<file path="src/rtl/axi_rdata_fifo_rsp_if.sv">
// AXI4-Lite read-channel bundle (AR + R) shared by the read responder and its requester.
interface axi_rdata_fifo_rsp_if #(
    parameter int DATA_W = 32
);
    logic              ARVALID;
    logic              ARREADY;
    logic [31:0]       ARADDR;
    logic              RVALID;
    logic              RREADY;
    logic [DATA_W-1:0] RDATA;
    logic [1:0]        RRESP;

    modport master (
        output ARVALID, ARADDR, RREADY,
        input  ARREADY, RVALID, RDATA, RRESP
    );

    modport slave (
        input  ARVALID, ARADDR, RREADY,
        output ARREADY, RVALID, RDATA, RRESP
    );
endinterface

</file>
<file path="src/rtl/axi_rdata_fifo_rsp.sv">
// AXI4-Lite read responder: holds the AR address for the decoder, waits out its latency,
// then answers with a popped read-FIFO word, write-FIFO status, or an ID word.
module axi_rdata_fifo_rsp #(
    parameter int                DATA_W   = 32,
    parameter int                CNT_W    = 8,
    parameter int                EN_LAT   = 2,
    parameter logic [DATA_W-1:0] ID_VALUE = 32'h4D4C_4453
) (
    input  logic              ACLK,
    input  logic              ARESETn,
    axi_rdata_fifo_rsp_if.slave axi,
    output logic [31:0]       araddr_hold,
    input  logic              rrr_en_w_fifo,
    input  logic              rrr_en_r_fifo,
    input  logic              r_fifo_empty,
    output logic              r_fifo_rd_en,
    input  logic [DATA_W-1:0] r_fifo_dout,
    input  logic [CNT_W-1:0]  w_fifo_count,
    input  logic              w_fifo_full
);
    localparam int         DLY_W     = $clog2(EN_LAT + 2);
    localparam logic [1:0] RESP_OKAY = 2'b00;
    localparam logic [1:0] RESP_SLV  = 2'b10;

    typedef enum logic [2:0] {IDLE, DEC, POP, CAP, RESP} state_t;

    state_t            state, state_n;
    logic [DLY_W-1:0]  dly_cnt, dly_cnt_n;
    logic              arready, arready_n;
    logic              rvalid, rvalid_n;
    logic [DATA_W-1:0] rdata, rdata_n;
    logic [1:0]        rresp, rresp_n;
    logic              rd_en_n;
    logic [31:0]       hold_n;

    // NOTE: every registered output shares one reset so a mid-transaction reset drops the bus cleanly.
    always_ff @(posedge ACLK or negedge ARESETn) begin
        if (!ARESETn) begin
            state        <= IDLE;
            dly_cnt      <= '0;
            arready      <= 1'b0;
            rvalid       <= 1'b0;
            rdata        <= '0;
            rresp        <= RESP_OKAY;
            r_fifo_rd_en <= 1'b0;
            araddr_hold  <= '0;
        end else begin
            // NOTE: non-blocking so every register samples the pre-edge value of its neighbours.
            state        <= state_n;
            dly_cnt      <= dly_cnt_n;
            arready      <= arready_n;
            rvalid       <= rvalid_n;
            rdata        <= rdata_n;
            rresp        <= rresp_n;
            r_fifo_rd_en <= rd_en_n;
            araddr_hold  <= hold_n;
        end
    end

    always_comb begin
        // NOTE: hold-by-default assignments first so no path through the case infers a latch.
        state_n   = state;
        dly_cnt_n = dly_cnt;
        arready_n = arready;
        rvalid_n  = rvalid;
        rdata_n   = rdata;
        rresp_n   = rresp;
        rd_en_n   = 1'b0;
        hold_n    = araddr_hold;

        unique case (state)
            IDLE: begin
                arready_n = 1'b1;
                if (axi.ARVALID && arready) begin
                    hold_n    = axi.ARADDR;
                    arready_n = 1'b0;
                    dly_cnt_n = '0;
                    state_n   = DEC;
                end
            end
            DEC: begin
                if (dly_cnt == DLY_W'(EN_LAT)) begin
                    // Enables are only trusted once the decoder has seen araddr_hold for EN_LAT cycles.
                    state_n  = RESP;
                    rvalid_n = 1'b1;
                    unique case ({rrr_en_r_fifo, rrr_en_w_fifo})
                        2'b10: begin
                            if (r_fifo_empty) begin
                                rdata_n = '0;
                                rresp_n = RESP_SLV;
                            end else begin
                                rvalid_n = 1'b0;
                                rd_en_n  = 1'b1;
                                state_n  = POP;
                            end
                        end
                        2'b01: begin
                            rdata_n = {w_fifo_full, (DATA_W-1)'(w_fifo_count)};
                            rresp_n = RESP_OKAY;
                        end
                        2'b00: begin
                            rdata_n = ID_VALUE;
                            rresp_n = RESP_OKAY;
                        end
                        default: begin
                            rdata_n = '0;
                            rresp_n = RESP_SLV;
                        end
                    endcase
                end else begin
                    dly_cnt_n = dly_cnt + 1'b1;
                end
            end
            POP: state_n = CAP;
            CAP: begin
                rdata_n  = r_fifo_dout;
                rresp_n  = RESP_OKAY;
                rvalid_n = 1'b1;
                state_n  = RESP;
            end
            RESP: begin
                if (axi.RREADY) begin
                    rvalid_n  = 1'b0;
                    arready_n = 1'b1;
                    state_n   = IDLE;
                end
            end
            default: state_n = IDLE;
        endcase
    end

    assign axi.ARREADY = arready;
    assign axi.RVALID  = rvalid;
    assign axi.RDATA   = rdata;
    assign axi.RRESP   = rresp;
endmodule

</file>
<file path="src/flat_wrapper.sv">
// flat-port wrapper written by rule: the top's interface ports become plain ports
module axi_rdata_fifo_rsp_flat 
#(
    parameter int                DATA_W   = 32,
    parameter int                CNT_W    = 8,
    parameter int                EN_LAT   = 2,
    parameter logic [DATA_W-1:0] ID_VALUE = 32'h4D4C_4453
)
  (ACLK, ARESETn, araddr_hold, rrr_en_w_fifo, rrr_en_r_fifo, r_fifo_empty, r_fifo_rd_en, r_fifo_dout, w_fifo_count, w_fifo_full, axi_ARVALID, axi_ARADDR, axi_RREADY, axi_ARREADY, axi_RVALID, axi_RDATA, axi_RRESP);
  axi_rdata_fifo_rsp_if #(.DATA_W(DATA_W)) axi_i ();
  input  logic ACLK;
  input  logic ARESETn;
  output logic [31:0] araddr_hold;
  input  logic rrr_en_w_fifo;
  input  logic rrr_en_r_fifo;
  input  logic r_fifo_empty;
  output logic r_fifo_rd_en;
  input  logic [DATA_W-1:0] r_fifo_dout;
  input  logic [CNT_W-1:0] w_fifo_count;
  input  logic w_fifo_full;
  input wire logic [$bits(axi_i.ARVALID)-1:0] axi_ARVALID;
  input wire logic [$bits(axi_i.ARADDR)-1:0] axi_ARADDR;
  input wire logic [$bits(axi_i.RREADY)-1:0] axi_RREADY;
  output wire logic [$bits(axi_i.ARREADY)-1:0] axi_ARREADY;
  output wire logic [$bits(axi_i.RVALID)-1:0] axi_RVALID;
  output wire logic [$bits(axi_i.RDATA)-1:0] axi_RDATA;
  output wire logic [$bits(axi_i.RRESP)-1:0] axi_RRESP;
  assign axi_i.ARVALID = axi_ARVALID;
  assign axi_i.ARADDR = axi_ARADDR;
  assign axi_i.RREADY = axi_RREADY;
  assign axi_ARREADY = axi_i.ARREADY;
  assign axi_RVALID = axi_i.RVALID;
  assign axi_RDATA = axi_i.RDATA;
  assign axi_RRESP = axi_i.RRESP;
  axi_rdata_fifo_rsp #(.DATA_W(DATA_W), .CNT_W(CNT_W), .EN_LAT(EN_LAT), .ID_VALUE(ID_VALUE)) u_core (.ACLK(ACLK), .ARESETn(ARESETn), .axi(axi_i), .araddr_hold(araddr_hold), .rrr_en_w_fifo(rrr_en_w_fifo), .rrr_en_r_fifo(rrr_en_r_fifo), .r_fifo_empty(r_fifo_empty), .r_fifo_rd_en(r_fifo_rd_en), .r_fifo_dout(r_fifo_dout), .w_fifo_count(w_fifo_count), .w_fifo_full(w_fifo_full));
endmodule
</file>
<file path="config.mk">
export PLATFORM = sky130hd
export DESIGN_NAME = axi_rdata_fifo_rsp_flat
export DESIGN_NICKNAME = d
export VERILOG_FILES = /design/src/rtl/axi_rdata_fifo_rsp_if.sv /design/src/rtl/axi_rdata_fifo_rsp.sv /design/src/flat_wrapper.sv
export SDC_FILE = /design/constraint.sdc
export NUM_CORES = 1
export LEC_CHECK = 0
export ABC_AREA = 1
export BUFFER_PORTS_ARGS = -buffer_cell sky130_fd_sc_hd__buf_4
export CAP_MARGIN = 0
export CORE_ASPECT_RATIO = 1.2
export CORE_MARGIN = 5
export CORE_UTILIZATION = 35
export DETAILED_ROUTE_END_ITERATION = 10
export GPL_TIMING_DRIVEN = 0
export PLACE_DENSITY = 0.73
export SYNTH_ARGS = -nofsm -noshare
export SYNTH_HDL_FRONTEND = slang
export SYNTH_SLANG_ARGS = --single-unit
</file>
<file path="constraint.sdc">
create_clock -name ACLK -period 1.7 [get_ports ACLK]
set_clock_uncertainty 0.05 [all_clocks]
set_input_delay 0 -clock ACLK [delete_from_list [all_inputs] [get_ports ACLK]]
set_output_delay 0 -clock ACLK [all_outputs]
set_load 0.02 [all_outputs]
</file>
==> results.sh, run 1 <==
export IMPL_instances_no_fill=756
export IMPL_ant_nets=0
export IMPL_clkLatencyLatePin_ns=0.34
export IMPL_setup_viol_count_final=0
export IMPL_cts_buffers=9
export IMPL_path_class="flip-flop to flip-flop"
export IMPL_area_delta_synth_final_pct=71.2
export IMPL_critical_path_required_ns=1.93
export IMPL_grt_pass1_wl_um=16800
export IMPL_die_h_um=115
export IMPL_fmax_mhz=627
export IMPL_min_period_over_period_pct=93.8
export IMPL_async_reset_ff_share_pct=100
export IMPL_syn_cell_area_um2=3190
export IMPL_drive_above_1_share_pct=29.9
export IMPL_drv_slew=0
export IMPL_synth_top_cell_by_area="dfrtp_1"
export IMPL_die_width_um=97.2
export IMPL_vias=3407
export IMPL_worst_pin_slew_ns=0.918
export IMPL_fillers=772
export IMPL_synth_area_leaders="dfrtp_1 57%, nand2_1 22%, inv_1 4.7%"
export IMPL_critPathTopFamily="buffers and inverters"
export IMPL_period_needed_ns=1.60
export IMPL_core_region_area_um2=8990
export IMPL_post_synth_top_count_cell="nand2_1"
export IMPL_ys_flop_type="dfrtp_1"
export IMPL_die_area_um2=11100
export IMPL_routed_wl_um=10100
export IMPL_ys_warnings_count=0
export IMPL_ir_drop_mv=0.839
export IMPL_finalSetupTns_ns=0
export IMPL_synth_top_area_share_pct=57.3
export IMPL_htree_levels=3
export IMPL_post_dp_hpwl_um=6670
export IMPL_ys_ff_latch=73
export IMPL_min_path_type="primary input to flip-flop"
export IMPL_grt_pass1_vias=3538
export IMPL_vias_per_cell=4.51
export IMPL_dr_pass1_iters=4
export IMPL_ys_types=21
export IMPL_total_leakage_power_uw=0.00306
export IMPL_synth_enable_flop_cells=0
export IMPL_crit_buf_inv=2
export IMPL_drt_iter0_markers=125
export IMPL_initial_utilization_pct=35.5
export IMPL_grt_ovfl_total=0
export IMPL_grt_usage_pct=18.6
export IMPL_rsz0062_at_grt="no"
export IMPL_antenna_found_initial=0
export IMPL_avgSynthCellArea_um2=8.08
export IMPL_routabilityCongestion=0.757
export IMPL_clock_sinks=73
export IMPL_start_kind="flip-flop"
export IMPL_port_buffers=147
export IMPL_hold_violations=0
export IMPL_clk_pin_slew_ns=0.07
export IMPL_io_pins=149
export IMPL_critPathMaxFanout=4
export IMPL_cp_end_kind="flip-flop"
export IMPL_powerDensity_nw_per_um2=1480
export IMPL_dp_cells=662
export IMPL_post_route_util_pct=60.8
export IMPL_netlist_instances=395
export IMPL_drc_errors=0
export IMPL_p_total_uw=8100
export IMPL_crit_chain="inv_2 -> nand2_2 -> nor2_2 -> nand2_1 -> nor2_1 -> dlygate4sd3_1"
export IMPL_maxCapViolations=0
export IMPL_ys_seq_area_share_pct=57.3
export IMPL_cts_root_buf="clkbuf_8"
export IMPL_synthTopCellsByCount="187 x nand2_1, 73 x dfrtp_1, 40 x inv_1"
export IMPL_antennaDiodeCount=0
export IMPL_wl_per_cell_um=13.4
export IMPL_crit_slowest_cell="dlygate4sd3_1"
export IMPL_status="finished, final reports clean"
export IMPL_cts_path_max_buffers=2
export IMPL_critPathArrivalTime_ns=1.83
export IMPL_r2r_slack_ns=0.10
export IMPL_nNetsFinal=712
export IMPL_max_slew_margin_pct=38.8
export IMPL_max_stage_delay_ns=0.54
export IMPL_cts_tree="yes"
export IMPL_rows=38
export IMPL_grt_max_degree=74
export IMPL_synth_fp_nets=476
-- report_power, final --
group	internal (uW)	switching, uW	leakage (uW)
Sequential	2430	447	0.000942
Combinational	1570	2130	0.00200
Clock	901	624	0.000115
Total	4910	3200	0.00306
-- layout make-up --
class                           instances  area, um^2  share of cell area (%)
Clock inverter                          5        77.6                    1.42
Inverter                               42         158                    2.89
Timing Repair Buffer                  225        1880                    34.4
Buffer                                 15        97.6                    1.79
Clock buffer                           11         151                    2.77
Sequential cell                        73        1830                    33.5
Tap cell                              120         150                    2.75
Multi-Input combinational cell        265        1120                    20.6
-- stage by stage --
| stage | setup slack (ns) | hold slack (ns) | area (um^2) |
|---|---|---|---|
| floorplan | 0.295 | -0.346 | 3190 |
| global placement | 0.115 | 0.141 | 4440 |
| detailed placement | 0.0609 | 0.153 | 4440 |
| CTS | 0.0503 | 0.00940 | 5420 |
| global route | 0.0135 | 0.0562 | 5460 |
| finish | 0.105 | 0.0319 | 5460 |
-- sequential cells by signal, indices dropped and copies added, names as in the netlist --
name	flops
u_core.r_fifo_rd_en	1
u_core.axi.RRESP	1
u_core.axi.RVALID	1
u_core.araddr_hold	32
u_core.state	3
u_core.axi.ARREADY	1
u_core.axi.RDATA	32
u_core.dly_cnt	2
-- cells by family (layout without fill, tap and decap cells) --
kind of cell / count (synthesis) / after routing / share of synthesized area (%)
fa+ha+maj: 1 / 1 / 0.392
other cells: 1 / 1 / 0.118
buf+inv: 57 / 298 / 7.80
compound gates: 35 / 35 / 5.49
simple gates: 228 / 228 / 28.9
flops: 73 / 73 / 57.3
-- what timing repair did --
item | in CTS | in global routing
hold endpoints to repair | 141 | 0
hold buffers | 75 | 0
gates resized for setup | 0 | 12
setup buffers | 0 | 3
setup endpoints to repair | 0 | 41
-- tightest hold or removal path: stages --
cell and delay (ns):
buf_4 0.12, nand4_4 0.14, nand2_1 0.06, o21ai_0 0.06
-- cells in the final DEF, fill, tap and decap left out --
| cell | Yosys | routed |
|---|---|---|
| nand3_1 | 12 | 12 |
| conb_1 | 1 | 1 |
| inv_1 | 40 | 40 |
| buf_2 | 4 | 4 |
| inv_2 | 2 | 2 |
| clkinv_2 | 0 | 2 |
| nand2_2 | 2 | 2 |
| nor3_1 | 1 | 1 |
| a21oi_1 | 2 | 2 |
| nand4_4 | 0 | 1 |
| o21ai_1 | 3 | 3 |
| dlygate4sd3_1 | 0 | 75 |
| nand4_1 | 7 | 7 |
| buf_6 | 3 | 3 |
| dfrtp_2 | 0 | 1 |
| o21ai_0 | 30 | 30 |
| clkbuf_8 | 0 | 11 |
| nor2_2 | 2 | 2 |
| buf_4 | 2 | 152 |
| dfrtp_1 | 73 | 72 |
| nand2_1 | 187 | 187 |
| clkbuf_2 | 0 | 5 |
| ha_1 | 1 | 1 |
| nor2_4 | 2 | 2 |
| clkinvlp_4 | 0 | 1 |
| nor2_1 | 14 | 14 |
| bufinv_16 | 0 | 2 |
| clkbuf_1 | 6 | 1 |
-- final timing paths --
kind	from	end	cells past startpoint
worst min register to register	u_core.axi.RDATA[9]	u_core.axi.RDATA[9]	2
worst min-delay path	axi_ARVALID	u_core.araddr_hold[16]	4
worst max register to register	u_core.state[2]	u_core.r_fifo_rd_en	6
worst max-delay path	u_core.state[2]	u_core.r_fifo_rd_en	6
max in group asynchronous	ARESETn	u_core.state[2]	2
min in group asynchronous	ARESETn	u_core.axi.RDATA[22]	2
-- metal layers --
layer	wire length, um	vias up	global-route usage [%]
met1	3860	1585	20.5
met2	5290	127	33.1
met4	200	0	8.24
met5	0	-	0
li1	-	1678	-
met3	779	17	5.85
Power figures use the tool's default switching activity.
==> run 2: changes to the inputs <==
--- a/constraint.sdc
+++ b/constraint.sdc
@@ -3,3 +3,3 @@
 set_input_delay 0 -clock ACLK [delete_from_list [all_inputs] [get_ports ACLK]]
 set_output_delay 0 -clock ACLK [all_outputs]
-set_load 0.02 [all_outputs]
+set_load 0.1 [all_outputs]
==> results.sh, run 2 (synthesis results as in run 1) <==
export IMPL_fillers=767
export IMPL_vias_per_cell=4.41
export IMPL_final_cell_mix="187 x nand2_1, 151 x buf_4, 73 x dlygate4sd3_1, 70 x dfrtp_1, 40 x inv_1"
export IMPL_routabilityCongestion=0.795
export IMPL_path_class="flip-flop to flip-flop"
export IMPL_hold_violations=0
export IMPL_critPathArrivalTime_ns=1.75
export IMPL_timing_final_ws_setup_ns=0.134
export IMPL_setup_viol_count_final=0
export IMPL_instances_no_fill=753
export IMPL_critPathMaxFanout=10
export IMPL_rows=38
export IMPL_cts_tree="yes"
export IMPL_cts_path_max_buffers=2
export IMPL_r2r_slack_ns=0.13
export IMPL_maxCapViolations=0
export IMPL_drc_errors=0
export IMPL_layout_commonest_cell="nand2_1"
export IMPL_status="finished, final reports clean"
export IMPL_worst_pin_slew_ns=0.913
export IMPL_regArea_um2=1830
export IMPL_wl_per_cell_um=13.6
export IMPL_grt_pass1_wl_um=16900
export IMPL_vias=3319
export IMPL_clk_pin_slew_ns=0.07
export IMPL_cts_root_buf="clkbuf_8"
export IMPL_drv_slew=0
export IMPL_dr_pass1_iters=4
export IMPL_drive_above_1_share_pct=29.4
export IMPL_hold_ws_ns=0.0216
export IMPL_pre_cts_ws_ns=0.0583
export IMPL_min_period_over_period_pct=92.1
export IMPL_clkLatencyLatePin_ns=0.35
export IMPL_antenna_found_initial=0
export IMPL_cp_end_kind="flip-flop"
export IMPL_multiInputGateArea_um2=1130
export IMPL_nNetsFinal=710
export IMPL_fmax_mhz=639
export IMPL_period_needed_ns=1.57
export IMPL_post_dp_hpwl_um=6750
export IMPL_critical_path_required_ns=1.89
export IMPL_grt_usage_pct=18.9
export IMPL_drt_iter0_markers=160
export IMPL_max_slew_margin_pct=39.2
export IMPL_htree_levels=3
export IMPL_routed_wl_um=10200
export IMPL_grt_ovfl_total=0
export IMPL_port_buffers=147
export IMPL_io_pins=149
export IMPL_cts_buffers=9
export IMPL_die_width_um=97.2
export IMPL_die_h_um=115
export IMPL_ant_nets=0
export IMPL_initial_utilization_pct=35.5
export IMPL_grt_max_degree=74
export IMPL_area_delta_synth_final_pct=68.6
export IMPL_min_path_type="primary input to flip-flop"
export IMPL_grt_pass1_vias=3518
export IMPL_die_area_um2=11100
export IMPL_dp_cells=662
export IMPL_clock_sinks=73
export IMPL_core_region_area_um2=8990
export IMPL_start_kind="flip-flop"
-- run 2: cell count changes in the layout (fill, tap and decap cells not counted), sizes merged --
cell,change
buf,-1
dlygate4sd3,-2
clkinv,-1
clkinvlp,-1
bufinv,-2
dlymetal6s4s,+1
clkbuf,+2
diode,+1
-- run 2: metal layers --
| metal | up-vias | wire length, um | global-route usage, % |
|---|---|---|---|
| met5 | - | 0 | 0 |
| met4 | 0 | 183 | 7.68 |
| met3 | 15 | 721 | 6.34 |
| met2 | 119 | 5380 | 33.8 |
| met1 | 1513 | 3930 | 20.6 |
| li1 | 1672 | - | - |
-- run 2: area by class of cell --
type,instances,area share [%]
Timing Repair Buffer,223,34.6
Sequential cell,73,34.0
Multi-Input combinational cell,265,21.0
Inverter,42,2.93
Tap cell,120,2.79
Clock buffer,13,2.77
Buffer,15,1.79
Clock inverter,1,0.0930
Antenna cell,1,0.0465
-- run 2: final timing paths --
check / startpoint / to / cells after the start
max in group asynchronous: ARESETn / u_core.state[0] / 2
worst max register to register: u_core.state[1] / u_core.axi.RDATA[7] / 7
worst max-delay path: u_core.state[1] / u_core.axi.RDATA[7] / 7
worst min register to register: u_core.axi.RDATA[28] / u_core.axi.RDATA[28] / 2
min in group asynchronous: ARESETn / u_core.state[1] / 2
worst min-delay path: w_fifo_count[0] / u_core.axi.RDATA[0] / 7
-- run 2: per-stage QoR --
step / instance area, um^2 / util, % / TNS [ns]
after detailed placement: 4450 / 49.5 / 0
after global routing: 5380 / 59.8 / -0.00347
after floorplan: 3190 / - / 0
after global placement: 4450 / 49.5 / 0
final: 5380 / 59.9 / 0
after CTS: 5340 / 59.4 / 0
-- run 2: worst max-delay path, cell delays in order (launching register included) --
cell and delay (ns):
dfrtp_1 0.44, inv_2 0.18, nand3_1 0.18, nor2_2 0.22, nor2_4 0.09, buf_4 0.18, nand2_1 0.06, nand2_1 0.05
-- run 2: repair_timing --
| action | 4_1_cts | 5_1_grt |
|---|---|---|
| hold buffers | 74 | 0 |
| setup buffers | 0 | 2 |
| hold endpoints to repair | 141 | 0 |
| gates resized for setup | 0 | 13 |
| endpoints found under the setup margin | 0 | 53 |
Power of run 2 is not shown: default switching activity piles up to over one toggle a cycle in this logic, so the estimate is an artifact.
==> run 3: changes to the inputs <==
BUFFER_PORTS_ARGS = -buffer_cell sky130_fd_sc_hd__clkbuf_2   (was -buffer_cell sky130_fd_sc_hd__buf_4)
CORE_UTILIZATION = 46   (was 35)
PLACE_DENSITY = 0.89   (was 0.73)
==> results.sh, run 3 (synthesis results as in run 1) <==
export IMPL_die_width_um=86.0
export IMPL_r2r_start="u_core.state[2]"
export IMPL_critical_path_required_ns=1.91
export IMPL_min_period_over_period_pct=96.4
export IMPL_ant_nets=0
export IMPL_drt_iter0_markers=214
export IMPL_hold_path_end="u_core.axi.RRESP[1]"
export IMPL_critPathTopFamily="buffers and inverters"
export IMPL_cts_tree="yes"
export IMPL_r2r_slack_ns=0.06
export IMPL_grt_pass1_wl_um=18500
export IMPL_worst_pin_slew_ns=0.573
export IMPL_grt_use_met1_pct=31.5
export IMPL_r2r_cells=6
export IMPL_clkLatencyLatePin_ns=0.33
export IMPL_wl_per_cell_um=15.9
export IMPL_clk_pin_slew_ns=0.07
export IMPL_cts_buffers=9
export IMPL_die_area_um2=8710
export IMPL_initial_utilization_pct=46.8
export IMPL_drv_slew=0
export IMPL_r2r_end="u_core.r_fifo_rd_en"
export IMPL_globalRouteMet2Util_pct=46.8
export IMPL_top_usage_layer="met2"
export IMPL_critPathMaxFanout=4
export IMPL_cp_end_kind="flip-flop"
export IMPL_crit_chain="inv_2 -> nand2_2 -> nor2_4 -> nand2_2 -> dlygate4sd3_1 -> nor2_1"
export IMPL_path_class="flip-flop to flip-flop"
export IMPL_holdCritStartpoint="rrr_en_w_fifo"
export IMPL_core_region_area_um2=6810
export IMPL_start_kind="flip-flop"
export IMPL_drc_errors=0
export IMPL_grt_pass1_vias=3835
export IMPL_crit_buf_inv=2
export IMPL_crit_slowest_cell="dlygate4sd3_1"
export IMPL_maxCapViolations=0
export IMPL_period_needed_ns=1.64
export IMPL_layout_commonest_cell="nand2_1"
export IMPL_grt_ovfl_total=0
export IMPL_antenna_found_initial=0
export IMPL_rows=33
export IMPL_port_buffers=147
export IMPL_routed_wl_um=11500
export IMPL_grt_usage_pct=27.4
export IMPL_cp_common_cell="nand2_2"
export IMPL_regArea_um2=1830
export IMPL_nNetsFinal=711
export IMPL_multiInputGateArea_um2=1130
export IMPL_area_delta_synth_final_pct=59.3
export IMPL_dr_pass1_iters=6
export IMPL_critPathArrivalTime_ns=1.85
export IMPL_cts_path_max_buffers=2
export IMPL_io_pins=149
export IMPL_clock_sinks=73
export IMPL_hold_violations=0
export IMPL_vias_per_cell=5.04
export IMPL_post_route_util_pct=74.6
export IMPL_max_stage_delay_ns=0.57
export IMPL_die_h_um=101
export IMPL_min_path_cells=5
export IMPL_max_slew_margin_pct=61.9
export IMPL_grt_max_degree=42
export IMPL_htree_levels=3
export IMPL_vias=3639
export IMPL_fmax_mhz=610
export IMPL_finalSetupTns_ns=0
export IMPL_cts_root_buf="clkbuf_8"
export IMPL_fillers=446
export IMPL_final_cell_mix="186 x nand2_1, 148 x clkbuf_2, 74 x dlygate4sd3_1, 70 x dfrtp_1, 40 x inv_1"
export IMPL_post_dp_hpwl_um=6520
export IMPL_drive_above_1_share_pct=30.0
export IMPL_setup_viol_count_final=0
export IMPL_globalRouteMet3Util_pct=7.49
export IMPL_min_path_type="primary input to flip-flop"
export IMPL_status="finished, final reports clean"
export IMPL_routabilityCongestion=0.824
## run 3: stage by stage
step           hold slack, ns  worst slack [ns]  std cells  instance area, um^2
6_report               0.0224            0.0605        722                 5080
5_1_grt                0.0306          -0.00209        721                 5080
4_1_cts                0.0117            0.0545        719                 5040
3_5_place_dp          -0.0441            0.0779        630                 4060
3_3_place_gp            0.152            -0.140        629                 4040
2_1_floorplan          -0.346             0.173        395                 3190
## run 3: worst max path at each step
stage                     cells after the start                endpoint  slack, ns          startpoint
after CTS                                     6     u_core.r_fifo_rd_en       0.05     u_core.state[2]
after floorplan                               4  u_core.araddr_hold[20]       0.17  u_core.axi.ARREADY
after detailed placement                      5  u_core.araddr_hold[23]       0.08     u_core.state[0]
final                                         6     u_core.r_fifo_rd_en       0.06     u_core.state[2]
after global placement                        1      u_core.axi.ARREADY      -0.14             ARESETn
after global routing                          6     u_core.r_fifo_rd_en     -0.002     u_core.state[2]
## run 3: worst min-delay path, cell delays in order
cell and delay [ns]:
clkbuf_2 0.10, nor3_1 0.06, nand2_2 0.07, nand4_1 0.08
nand2_1 0.07
## run 3: per-layer routing
layer	part of all wire [%]	vias to the layer above	wire (um)
li1	-	1674	-
met1	38	1713	4390
met2	50	218	5740
met3	8.8	34	1010
met4	3.1	0	359
met5	0	-	0
## run 3: area by class of cell
cell class | count | area share [%]
flip-flops and latches | 73 | 36.0
repair buffers | 224 | 29.8
multi-input cells | 265 | 22.3
inverters | 42 | 3.10
clock buffers | 9 | 2.44
clock inverters | 6 | 2.27
well taps | 87 | 2.14
plain buffers | 15 | 1.85
diodes | 1 | 0.0492
## run 3: repair_timing
item / CTS / global route
setup buffers: 0 / 2
hold endpoints to repair: 141 / 0
setup endpoints to repair: 0 / 36
gates resized for setup: 0 / 10
hold buffers: 74 / 0
Power of run 3 is left out for the same reason.
